### config.mk
export PLATFORM = sky130hd
export DESIGN_NAME = alu_pipe
export DESIGN_NICKNAME = d
export VERILOG_FILES = /design/src/rtl/alu_pipe.sv
export SDC_FILE = /design/constraint.sdc
export NUM_CORES = 1
export LEC_CHECK = 0
export ABC_AREA = 1
export BUFFER_PORTS_ARGS = -buffer_cell sky130_fd_sc_hd__buf_2
export CORE_ASPECT_RATIO = 0.9
export CORE_MARGIN = 4
export CORE_UTILIZATION = 52
export DETAILED_ROUTE_END_ITERATION = 8
export GPL_ROUTABILITY_DRIVEN = 0
export PLACE_DENSITY = 0.82
export SYNTH_ARGS = -nofsm -noshare
export SYNTH_HDL_FRONTEND = slang
export SYNTH_SLANG_ARGS = --single-unit
export TNS_END_PERCENT = 10
### constraint.sdc
create_clock -name clk -period 3.5 [get_ports clk]
set_clock_uncertainty 0.2 [all_clocks]
set_input_delay 0.7 -clock clk [delete_from_list [all_inputs] [get_ports clk]]
set_output_delay 0.7 -clock clk [all_outputs]
set_load 0.01 [all_outputs]
### src/rtl/alu_pipe.sv
// Two-stage pipelined WIDTH-bit ALU (ADD/SUB/INC/AND) with valid/ready handshake,
// multi-word carry chaining through an internal carry register, and Z/N/sticky-overflow flags.
module alu_pipe #(
    parameter int unsigned WIDTH = 4
) (
    input  logic             clk,
    input  logic             rst_n,
    input  logic             in_valid,
    output logic             in_ready,
    input  logic [WIDTH-1:0] a,
    input  logic [WIDTH-1:0] b,
    input  logic             cin,
    input  logic [1:0]       op,
    input  logic             chain,
    input  logic             clr_sticky,
    output logic             out_valid,
    input  logic             out_ready,
    output logic [WIDTH-1:0] s,
    output logic             cf,
    output logic             of,
    output logic             zf,
    output logic             nf,
    output logic             sticky_of
);

    typedef enum logic [1:0] {
        OP_ADD = 2'b00,
        OP_SUB = 2'b01,
        OP_INC = 2'b10,
        OP_AND = 2'b11
    } op_e;

    logic             r_s1_valid;
    logic [WIDTH-1:0] r_s1_a;
    logic [WIDTH-1:0] r_s1_b;
    logic             r_s1_cin;
    op_e              r_s1_op;
    logic             r_s1_chain;

    logic             r_out_valid;
    logic [WIDTH-1:0] r_s;
    logic             r_cf;
    logic             r_of;
    logic             r_zf;
    logic             r_nf;
    logic             r_sticky;
    logic             r_carry;

    logic             w_s2_adv;
    logic             w_in_ready;
    logic             w_xfer;
    logic [WIDTH-1:0] w_y;
    logic             w_c0;
    logic [WIDTH:0]   w_sum;
    logic [WIDTH-1:0] w_res;
    logic             w_cf;
    logic             w_of;

    assign w_s2_adv   = !r_out_valid || out_ready;
    assign w_in_ready = !r_s1_valid || w_s2_adv;
    assign w_xfer     = r_s1_valid && w_s2_adv;

    // Carry into the MSB is recovered as a^y^sum at that bit, so overflow = c_msb ^ c_out.
    always_comb begin
        w_y   = r_s1_b;
        w_c0  = 1'b0;
        case (r_s1_op)
            OP_ADD: begin
                w_y  = r_s1_b;
                w_c0 = r_s1_chain ? r_carry : r_s1_cin;
            end
            OP_SUB: begin
                w_y  = ~r_s1_b;
                w_c0 = r_s1_chain ? r_carry : 1'b1;
            end
            OP_INC: begin
                w_y  = '0;
                w_c0 = 1'b1;
            end
            default: begin
                w_y  = r_s1_b;
                w_c0 = 1'b0;
            end
        endcase
        w_sum = {1'b0, r_s1_a} + {1'b0, w_y} + {{WIDTH{1'b0}}, w_c0};
        if (r_s1_op == OP_AND) begin
            w_res = r_s1_a & r_s1_b;
            w_cf  = 1'b0;
            w_of  = 1'b0;
        end else begin
            w_res = w_sum[WIDTH-1:0];
            w_cf  = w_sum[WIDTH];
            w_of  = r_s1_a[WIDTH-1] ^ w_y[WIDTH-1] ^ w_sum[WIDTH-1] ^ w_sum[WIDTH];
        end
    end

    always_ff @(posedge clk or negedge rst_n) begin
        if (!rst_n) begin
            r_s1_valid <= 1'b0;
            r_s1_a     <= '0;
            r_s1_b     <= '0;
            r_s1_cin   <= 1'b0;
            r_s1_op    <= OP_ADD;
            r_s1_chain <= 1'b0;
        end else if (in_valid && w_in_ready) begin
            r_s1_valid <= 1'b1;
            r_s1_a     <= a;
            r_s1_b     <= b;
            r_s1_cin   <= cin;
            r_s1_op    <= op_e'(op);
            r_s1_chain <= chain;
        end else if (w_xfer) begin
            r_s1_valid <= 1'b0;
        end
    end

    // A chained beat entering S1 on the same edge sees the updated carry one cycle later.
    always_ff @(posedge clk or negedge rst_n) begin
        if (!rst_n) begin
            r_out_valid <= 1'b0;
            r_s         <= '0;
            r_cf        <= 1'b0;
            r_of        <= 1'b0;
            r_zf        <= 1'b0;
            r_nf        <= 1'b0;
            r_carry     <= 1'b0;
        end else if (w_xfer) begin
            r_out_valid <= 1'b1;
            r_s         <= w_res;
            r_cf        <= w_cf;
            r_of        <= w_of;
            r_zf        <= (w_res == '0);
            r_nf        <= w_res[WIDTH-1];
            if (r_s1_op != OP_AND) begin
                r_carry <= w_cf;
            end
        end else if (out_ready) begin
            r_out_valid <= 1'b0;
        end
    end

    always_ff @(posedge clk or negedge rst_n) begin
        if (!rst_n) begin
            r_sticky <= 1'b0;
        end else if (w_xfer && w_of) begin
            r_sticky <= 1'b1;
        end else if (clr_sticky) begin
            r_sticky <= 1'b0;
        end
    end

    assign in_ready  = w_in_ready;
    assign out_valid = r_out_valid;
    assign s         = r_s;
    assign cf        = r_cf;
    assign of        = r_of;
    assign zf        = r_zf;
    assign nf        = r_nf;
    assign sticky_of = r_sticky;

endmodule

==> impl_metrics.toml <==
[status]
outcome = "complete, no violations"

[timing]
fin_hold_ws_ns = 0.143
drv_slew = 0
worst_pin_slew_ns = 0.510
finalCriticalPeriod_ns = 2.90
fin_tns_setup_ns = 0
finalCritPeriodShare_pct = 82.9
rsz0062_at_grt = "no"
postLayoutSetupSlackWorst_ns = 0.597
hold_viol = 0
fmax_ghz = 0.345
setup_viol = 0
slew_headroom_pct = 66.0

[cells_and_area]
layout_commonest_cell = "nand2_1"
area_growth_pct = 13.7
nets = 194
diodes = 0
mostFrequentLayoutCells = "nand2_1, buf_2, dfrtp_1"
drive_gt1_share_pct = 24.7
fin_cells = 193

[floorplanning]
rows = 16
initial_utilization_pct = 55.5
top_level_ports = 28
die_h_um = 54.2
core_area_um2 = 2220
die_w_um = 59.3
dieArea_um2 = 3210

[power]
p_seq_share_pct = 44.1
p_int_mw = 0.531
power_mw = 0.864
share_comb_of_total_power_pct = 42.0
switching_share_pct = 38.6
powerDensity_nw_per_um2 = 617
p_leak_nw = 0.770
p_switching_mw = 0.333
clkPwrFrac_pct = 13.9
irDropWorstVdd_mv = 0.372

[worst_hold_path]
hold_class = "in2async"

[critical_path]
worstSetupStartpointType = "flip-flop"
crit_buf_inv = 2
cp-end-kind = "flip-flop"
worst_path_most_repeated_cell = "nand2_1"
worst-setup-path-type = "reg2reg"
cp_slowest_cell = "fa_1"
worstPathMaxFanout = 6
critPathMaxStageDelay_ns = 0.47
worstPathCellList = "inv_1 > ha_1 > nand2_1 > nand2_1 > o21ai_0 > fa_1 > fa_1 > inv_1 > nand2_1 > nand2_1 > nand2_1 > nand2_1 > nand2_1 > nand3_1 > o21ai_0"
crit_arrival_ns = 2.90
path_delay_family = "adder cells"
worstPathRequired_ns = 3.50

[global_route]
grt_pass1_wl_um = 3880
grt_max_degree = 24
grt_pass1_vias = 929
antenna_found_initial = 0
grtUsageTotal_pct = 15.8
overflow = 0

[logic_synthesis]
synth_area_um2 = 1230
synth_cell_type_count = 19
yosysWarnings = 0
netlist.area_leader.share_pct = 46.7
synth.avg_cell_area_um2 = 8.93
yosysSeqAreaShare_pct = 46.7
synth_area_leaders = "dfrtp_1, nand2_1, ha_1"
ys_ff_latch = 23
yosys.area.top_type = "dfrtp_1"
synthCells = 138
syn_nets = 165

[clocking]
cts_max_level = 1
worstSkewPairLatency_ns = 0.31
clkSinkCount = 23
path_clk_slew_ns = 0.12
cts_root_buf = "clkbuf_4"
clock_path_buffers = 2
cts_resized = 0
cts_tree = "done"
cts_buffers = 3
postCtsSetupBuffers = 0
postCtsHoldBufs = 0

[placement]
hpwlAfterDp_um = 1760
portBuffers = 27
place_ws_ns = 0.632
dp.cells = 189

[drt]
vias_per_cell = 5.07
ant_nets = 0
drc_errors = 0
vias = 979
drtIter0Drc = 49
avgRoutedWirePerCell_um = 11.8
wirelength_um = 2290
dr.pass1.iters = 4

[run]
cap_violations = 0
-- routing by layer --
| metal | global-route usage [%] | wire (µm) | up-vias |
|---|---|---|---|
| met5 | 0 | 0 | - |
| li1 | - | - | 496 |
| met3 | 4.56 | 150 | 6 |
| met4 | 3.02 | 43 | 0 |
| met2 | 27.5 | 1060 | 28 |
| met1 | 19.6 | 1030 | 449 |
-- cell type report --
| type | count | area, µm² |
|---|---|---|
| timing repair buffer | 27 | 135 |
| sequential | 23 | 576 |
| tap | 27 | 33.8 |
| inverter | 19 | 71.3 |
| fill | 208 | 821 |
| multi-input combinational | 93 | 559 |
| clock buffer | 4 | 26.3 |
-- stage by stage --
stage | instance area [µm²] | util, %
6_report | 1400 | 63.1
5_1_grt | 1400 | 63.1
4_1_cts | 1400 | 63.1
3_5_place_dp | 1380 | 61.9
3_3_place_gp | 1380 | 61.9
2_1_floorplan | 1230 | -
-- worst paths after layout --
kind	start	endpoint	slack, ns	depth (start not counted)
worst max register to register	r_s1_op[0]	sticky_of	0.60	15
worst max-delay path	r_s1_op[0]	sticky_of	0.60	15
worst min register to register	s[2]	s[2]	0.28	2
worst min-delay path	rst_n	s[0]	0.14	1
max in group asynchronous	rst_n	r_s1_chain	2.62	1
min in group clk	s[2]	s[2]	0.28	2
-- power by group through the flow --
stage | clock network [mW] | logic [mW] | registers [mW]
2_1_floorplan | 0 | 0.238 | 0.403
3_3_place_gp | 0 | 0.347 | 0.382
3_5_place_dp | 0 | 0.363 | 0.387
4_1_cts | 0.125 | 0.369 | 0.382
5_1_grt | 0.134 | 0.423 | 0.391
6_report | 0.120 | 0.363 | 0.381
-- state kept, by name, indices dropped and copies added (netlist names) --
register	count
cf	1
of	1
out_valid	1
r_carry	1
r_s1_a	4
r_s1_b	4
r_s1_chain	1
r_s1_cin	1
r_s1_op	2
r_s1_valid	1
s	4
sticky_of	1
zf	1
-- synth_stat cells --
library cell and instances:
inv_1 18, inv_2 1, o21a_1 1, nand4_1 1, fa_1 2, nand2_2 1
a21oi_1 10, o21ai_0 8, mux2_2 7, dfrtp_1 23, nand3_2 1, a22oi_1 1
nor2_2 1, ha_1 8, nand3_1 9, buf_4 2, buf_6 1, nand2_1 33
nor2_1 10
-- kinds of logic (layout without fill, tap and decap cells) --
logic type      Yosys count  in the layout  share of synthesized area [%]
simple gates             56             56                           19.1
flops                    23             23                           46.7
buf+inv                  22             50                           7.92
compound gates           20             20                           8.53
fa+ha+maj                10             10                           11.4
mux                       7              7                           6.40
Note: power is estimated with default switching activity, not from simulation.
